<file path="config.mk">
export PLATFORM = sky130hd
export DESIGN_NAME = rr_mux_8_1_flat
export DESIGN_NICKNAME = d
export VERILOG_FILES = /design/src/rtl/rr_mux_pkg.sv /design/src/rtl/rr_mux_8_1_if.sv /design/src/rtl/rr_pick_8.sv /design/src/rtl/rr_mux_8_1.sv /design/src/flat_wrapper.sv
export SDC_FILE = /design/constraint.sdc
export NUM_CORES = 1
export LEC_CHECK = 0
export ABC_AREA = 1
export ABC_CLOCK_PERIOD_IN_PS = 4100
export BUFFER_PORTS_ARGS = -buffer_cell sky130_fd_sc_hd__buf_2
export CAP_MARGIN = 5
export CORE_AREA = 10 10 95 97
export CTS_CLUSTER_SIZE = 30
export DETAILED_ROUTE_END_ITERATION = 10
export DIE_AREA = 0 0 105 107
export PLACE_DENSITY = 0.67
export SYNTH_ARGS = -nofsm -noshare
export SYNTH_HDL_FRONTEND = slang
export SYNTH_SLANG_ARGS = --single-unit
</file>
<file path="constraint.sdc">
create_clock -name clk -period 4.1 [get_ports clk]
set_clock_uncertainty 0.1 [all_clocks]
set_input_delay 0 -clock clk [delete_from_list [all_inputs] [get_ports clk]]
set_output_delay 0 -clock clk [all_outputs]
set_load 0.02 [all_outputs]
</file>
<file path="src/rtl/rr_mux_pkg.sv">
// Shared types and constants for the round-robin 8:1 gathering mux.
// Latency: n/a (types only).
// Backpressure: n/a.
package rr_mux_pkg;

  localparam int NUM_CH = 8;
  localparam int SEL_W  = 3;

  typedef logic [SEL_W-1:0] sel_t;

  // Output register occupancy.
  typedef enum logic {
    EMPTY = 1'b0,
    FULL  = 1'b1
  } state_t;

endpackage

</file>
<file path="src/rtl/rr_mux_8_1_if.sv">
// Handshake bundle of rr_mux_8_1: 8 source channels in, one tagged stream out.
// Latency: n/a (wires only).
// Backpressure: in_ready/out_ready carry the valid-ready stall in each direction.
interface rr_mux_8_1_if #(
  parameter int DW    = 8,
  parameter int CNT_W = 16
);
  import rr_mux_pkg::*;

  logic [NUM_CH-1:0]    in_valid;
  logic [NUM_CH*DW-1:0] in_data;
  logic [NUM_CH-1:0]    in_ready;
  logic                 out_valid;
  logic [DW-1:0]        out_data;
  sel_t                 out_sel;
  logic                 out_ready;
  logic [CNT_W-1:0]     xfer_count;

  // Sources plus sink: drives channel inputs and out_ready.
  modport master (
    output in_valid, in_data, out_ready,
    input  in_ready, out_valid, out_data, out_sel, xfer_count
  );

  // The mux itself.
  modport slave (
    input  in_valid, in_data, out_ready,
    output in_ready, out_valid, out_data, out_sel, xfer_count
  );

endinterface

</file>
<file path="src/rtl/rr_pick_8.sv">
// Rotating-priority finder: first set req bit at or after ptr, wrapping 7->0.
// Latency: purely combinational.
// Backpressure: none; caller decides whether the grant is used.
module rr_pick_8
  import rr_mux_pkg::*;
(
  input  logic [NUM_CH-1:0] req,
  input  sel_t              ptr,
  output sel_t              gnt_idx,
  output logic [NUM_CH-1:0] gnt_onehot,
  output logic              any
);

  logic found;
  sel_t cand;

  // Walk ptr, ptr+1, ... ptr+7; the 3-bit add supplies the modulo-8 wrap.
  always_comb begin
    found   = 1'b0;
    cand    = '0;
    gnt_idx = '0;
    for (int k = 0; k < NUM_CH; k++) begin
      cand = ptr + sel_t'(k);
      if (!found && req[cand]) begin
        found   = 1'b1;
        gnt_idx = cand;
      end
    end
  end

  // Expand the winning index; zero when nobody requests so it never mis-grants.
  always_comb begin
    any        = |req;
    gnt_onehot = any ? (NUM_CH'(1) << gnt_idx) : '0;
  end

endmodule

</file>
<file path="src/rtl/rr_mux_8_1.sv">
// Registered 8:1 round-robin mux tagging each word with its source channel.
// Latency: 1 cycle from in_valid&in_ready to out_valid; 1 word/cycle sustained.
// Backpressure: full output register with out_ready=0 holds and drops in_ready to 0.
module rr_mux_8_1
  import rr_mux_pkg::*;
#(
  parameter int DW    = 8,
  parameter int CNT_W = 16
) (
  input  logic         clk,
  input  logic         rst_n,
  rr_mux_8_1_if.slave  bus
);

  state_t            state_q;
  state_t            state_d;
  sel_t              ptr;
  sel_t              gnt_idx;
  logic [NUM_CH-1:0] gnt_onehot;
  logic              any_v;
  logic              load;
  logic [DW-1:0]     data_q;
  sel_t              sel_q;
  logic [CNT_W-1:0]  xfer_q;
  logic              accept;

  rr_pick_8 u_pick (
    .req        (bus.in_valid),
    .ptr        (ptr),
    .gnt_idx    (gnt_idx),
    .gnt_onehot (gnt_onehot),
    .any        (any_v)
  );

  // Occupancy state register.
  always_ff @(posedge clk or negedge rst_n) begin
    if (!rst_n) state_q <= EMPTY;
    else        state_q <= state_d;
  end

  // Fill on load; drain only when the sink takes the word and nothing replaces it.
  always_comb begin
    state_d = state_q;
    case (state_q)
      EMPTY: if (load) state_d = FULL;
      FULL:  if (!load && bus.out_ready) state_d = EMPTY;
      default: state_d = EMPTY;
    endcase
  end

  // Handshake outputs; rst_n gating keeps in_ready low while reset is held.
  always_comb begin
    bus.out_valid = (state_q == FULL);
    accept        = (state_q == FULL) && bus.out_ready;
    load          = rst_n && any_v && ((state_q == EMPTY) || bus.out_ready);
    bus.in_ready  = load ? gnt_onehot : '0;
  end

  // Capture the granted word and advance the round-robin start past the winner.
  always_ff @(posedge clk or negedge rst_n) begin
    if (!rst_n) begin
      data_q <= '0;
      sel_q  <= '0;
      ptr    <= '0;
    end else if (load) begin
      data_q <= bus.in_data[gnt_idx*DW +: DW];
      sel_q  <= gnt_idx;
      ptr    <= gnt_idx + sel_t'(1);
    end
  end

  // Count words taken by the sink; wraps naturally at 2^CNT_W.
  always_ff @(posedge clk or negedge rst_n) begin
    if (!rst_n)      xfer_q <= '0;
    else if (accept) xfer_q <= xfer_q + CNT_W'(1);
  end

  assign bus.out_data   = data_q;
  assign bus.out_sel    = sel_q;
  assign bus.xfer_count = xfer_q;

endmodule
</file>
<file path="src/flat_wrapper.sv">
// flat-port wrapper written by rule: the top's interface ports become plain ports
module rr_mux_8_1_flat import rr_mux_pkg::*;
#(
  parameter int DW    = 8,
  parameter int CNT_W = 16
)
  (clk, rst_n, bus_in_valid, bus_in_data, bus_out_ready, bus_in_ready, bus_out_valid, bus_out_data, bus_out_sel, bus_xfer_count);
  rr_mux_8_1_if #(.DW(DW), .CNT_W(CNT_W)) bus_i ();
  input  logic clk;
  input  logic rst_n;
  input wire logic [$bits(bus_i.in_valid)-1:0] bus_in_valid;
  input wire logic [$bits(bus_i.in_data)-1:0] bus_in_data;
  input wire logic [$bits(bus_i.out_ready)-1:0] bus_out_ready;
  output wire logic [$bits(bus_i.in_ready)-1:0] bus_in_ready;
  output wire logic [$bits(bus_i.out_valid)-1:0] bus_out_valid;
  output wire logic [$bits(bus_i.out_data)-1:0] bus_out_data;
  output wire logic [$bits(bus_i.out_sel)-1:0] bus_out_sel;
  output wire logic [$bits(bus_i.xfer_count)-1:0] bus_xfer_count;
  assign bus_i.in_valid = bus_in_valid;
  assign bus_i.in_data = bus_in_data;
  assign bus_i.out_ready = bus_out_ready;
  assign bus_in_ready = bus_i.in_ready;
  assign bus_out_valid = bus_i.out_valid;
  assign bus_out_data = bus_i.out_data;
  assign bus_out_sel = bus_i.out_sel;
  assign bus_xfer_count = bus_i.xfer_count;
  rr_mux_8_1 #(.DW(DW), .CNT_W(CNT_W)) u_core (.clk(clk), .rst_n(rst_n), .bus(bus_i));
endmodule
</file>
==> reports/metrics.csv <==
stage;metric;value;unit
synthesis;net count after synthesis;518;
route;WL per Instance;13.5;um
floorplan;die width;105;um
worst_setup_path;worst r2r dst;u_core.ptr[2];
grt;initial antenna violation count;0;
timing;max_slew headroom;0.545;
timing;Worst Max-Slew Pin Slew;0.683;ns
synthesis;Synth Register Bits;31;
cells_and_area;most frequent cells in the layout;194 x nand2_1, 110 x buf_2, 70 x nand3_1, 30 x dfrtp_1;
synthesis;post-synthesis cell area;2800;um2
timing;Final setup viols;0;
cells_and_area;layout cells sized above 1;0.289;
grt;met2 GRT Util;0.252;
worst_setup_path;Max FO, Critical Path;9;
timing;Setup TNS;0;ns
worst_setup_path;CP Capture Type;primary output;
grt;vias in the first global route;3151;
grt;GRT Total Usage;0.150;
cts;post-CTS setup buffer count;0;
min_path;worst min-delay path category;input pin to flip-flop;
floorplan;Initial Utilization;0.392;
synthesis;synth warn;0;
worst_setup_path;CP peak stage delay;0.55;ns
outcome;status;finished, final reports clean;
floorplan;Die Ht;107;um
cts;CTS tree;yes;
cells_and_area;Register Area;777;um2
synthesis;syn_area_per_cell;6.37;um2
synthesis;Synth cell types;34;
grt;GRT met1 Usage;0.186;
worst_setup_path;startpoint types;flip-flop;
worst_setup_path;CP top delay family;simple AND/OR/NAND/NOR gates;
synthesis;Seq/Total Area, Yosys;0.277;
job;max-cap viol count;0;
worst_setup_path;most used cell, CP;nand2_1;
worst_setup_path;register-to-register setup slack;0.66;ns
timing;fmax;268;MHz
route;routed wire length;8.65;mm
placed_design;GPL Wtd Cong;0.888;
worst_setup_path;CP cell instances;inv_2 > ha_1 > inv_1 > nand3_1 > nand2_1 > nand2_1 > nand2_1 > nor2_1 > a21boi_0 > nand4_1 > o21ai_0 > nand4_1 > nor2_2 > inv_1 > nor2_1 > buf_2;
timing;endpoints failing hold;0;
floorplan;die area;11200;um2
grt;busiest grt layer;met2;
cts;worst-skew pair later-pin latency;0.28;ns
floorplan;row count;31;
worst_setup_path;Worst Setup SP;u_core.ptr[1];
synthesis;Syn Inst Count;439;
floorplan;core area;7140;um2
cts;CTS Buf Count;5;
cells_and_area;filler instances;785;
worst_setup_path;crit path to;bus_in_ready[3];
timing;unrepaired setup endpoints after global routing;false;
timing;Slew Viols, Final;0;
cts;CTS Root Cell;clkbuf_8;
worst_setup_path;R2R depth;16;
worst_setup_path;Slowest cell on crit path;dfrtp_1;
route;Post-route DRC;0;
placed_design;HPWL Detailed;7.12;mm
cells_and_area;commonest non-fill, non-tap cell in the layout;nand2_1;
route;vias per std cell;4.77;
cells_and_area;synth-to-layout area growth;24.8;%
cts;clk slew on worst S/H paths;0.06;ns
cells_and_area;footprint of the multi-input gates;1800;um2
floorplan;# IOs;111;
timing;fin crit share;0.912;
cts;Longest Clk Path Bufs;2;
cells_and_area;number of nets in the final layout;622;
cts;H-tree levels;2;
worst_setup_path;RR Startpoint;u_core.ptr[1];
worst_setup_path;CP arrival;3.64;ns
grt;global-route wire length before repair;14.3;mm
cts;Num Clock Sinks;31;
placed_design;PortBufs;110;
route;total number of vias;3070;
grt;grt total ovfl;0;
timing;Final Critical Period;3.74;ns
route;drt pass-1 iters;4;
route;First DRT Iteration DRCs;131;
worst_setup_path;critical path type;flip-flop to primary output;
cells_and_area;Antenna Diode Count;0;
grt;largest net degree at the start of global routing;36;
worst_setup_path;critical path buffer and inverter count;4;
route;Detail Route Antenna Nets;0;
grt;met3 Usage GRT;0.0311;
worst_setup_path;critical path depth;16;
worst_setup_path;Critical Path RT;4.00;ns
==> worst min-delay path, cell delays in order <==
cell     delay, ns
buf_2         0.08
nand2_1       0.05
nand2_1       0.05
nand2_1       0.04
nand2_1       0.05
nand2_1       0.04
nand3_1       0.05
==> state kept, by name, indices dropped and copies added (netlist names) <==
name,cells
u_core.ptr,3
u_core.bus.out_sel,3
u_core.bus.xfer_count,16
u_core.bus.out_data,8
u_core.bus.out_valid,1
==> through the flow <==
stage / util / cell area (um2) / std cells / setup slack, ns / hold WS, ns
2_1_floorplan: - / 2800 / 439 / 1.16 / -0.396
3_3_place_gp: 0.471 / 3360 / 633 / 0.501 / -0.0152
3_5_place_dp: 0.471 / 3360 / 633 / 0.443 / -0.0104
4_1_cts: 0.488 / 3480 / 643 / 0.131 / 0.000899
5_1_grt: 0.489 / 3490 / 643 / 0.0557 / 0.0581
6_report: 0.489 / 3490 / 643 / 0.363 / 0.0144
==> synthesized netlist by cell type (all sizes together) <==
library cell | n | area share
nand2 | 206 | 0.29
nand3 | 76 | 0.15
dfrtp | 31 | 0.28
nor2 | 30 | 0.051
inv | 27 | 0.036
buf | 17 | 0.046
xnor2 | 10 | 0.034
xor2 | 9 | 0.028
o21ai | 7 | 0.013
nand4 | 6 | 0.018
ha | 4 | 0.018
nor3 | 3 | 0.0054
nor4 | 3 | 0.0067
o21bai | 2 | 0.0054
a21boi | 1 | 0.0027
a21oi | 1 | 0.0031
a31oi | 1 | 0.0022
clkbuf | 1 | 0.0013
mux2 | 1 | 0.0040
nand3b | 1 | 0.0027
o211ai | 1 | 0.0027
o21a | 1 | 0.0027
==> final cells by class <==
class,instances,area share
Clock buffer,8,0.0287
Inverter,27,0.0290
Sequential cell,31,0.223
Multi-Input combinational cell,363,0.515
Timing Repair Buffer,115,0.170
Tap cell,99,0.0355
==> logic make-up (layout without fill, tap and decap cells) <==
kind of cell,Yosys count,after routing,share of synthesized area
simple gates,325,325,0.524
buf+inv,45,150,0.0836
flops,31,31,0.277
xor+xnor,19,19,0.0622
compound gates,14,14,0.0313
fa+ha+maj,4,4,0.0179
mux,1,1,0.00402
==> layer usage <==
metal  share of wire  vias up
li1                -     1604
met5               0        -
met2            0.47      102
met3           0.048       12
met1            0.47     1352
met4           0.012        0
==> worst min path at each step <==
stage / endpoint / startpoint / depth (start not counted)
4_1_cts: u_core.bus.out_data[5] / bus_in_data[21] / 7
5_1_grt: u_core.bus.out_data[4] / bus_in_data[36] / 7
3_5_place_dp: u_core.bus.xfer_count[7] / rst_n / 1
6_report: u_core.bus.out_data[3] / bus_in_data[51] / 7
2_1_floorplan: u_core.bus.out_data[0] / rst_n / 0
3_3_place_gp: u_core.bus.xfer_count[5] / rst_n / 1
==> what timing repair did <==
action                     in CTS  in global routing
hold endpoints to repair       34                  0
setup endpoints to repair       0                  7
resized for setup               0                  2
hold buffers                    2                  0
Power is left out: the tool's default activity adds up to more than one toggle a clock period on the data nets, which glitch-free logic cannot reach.
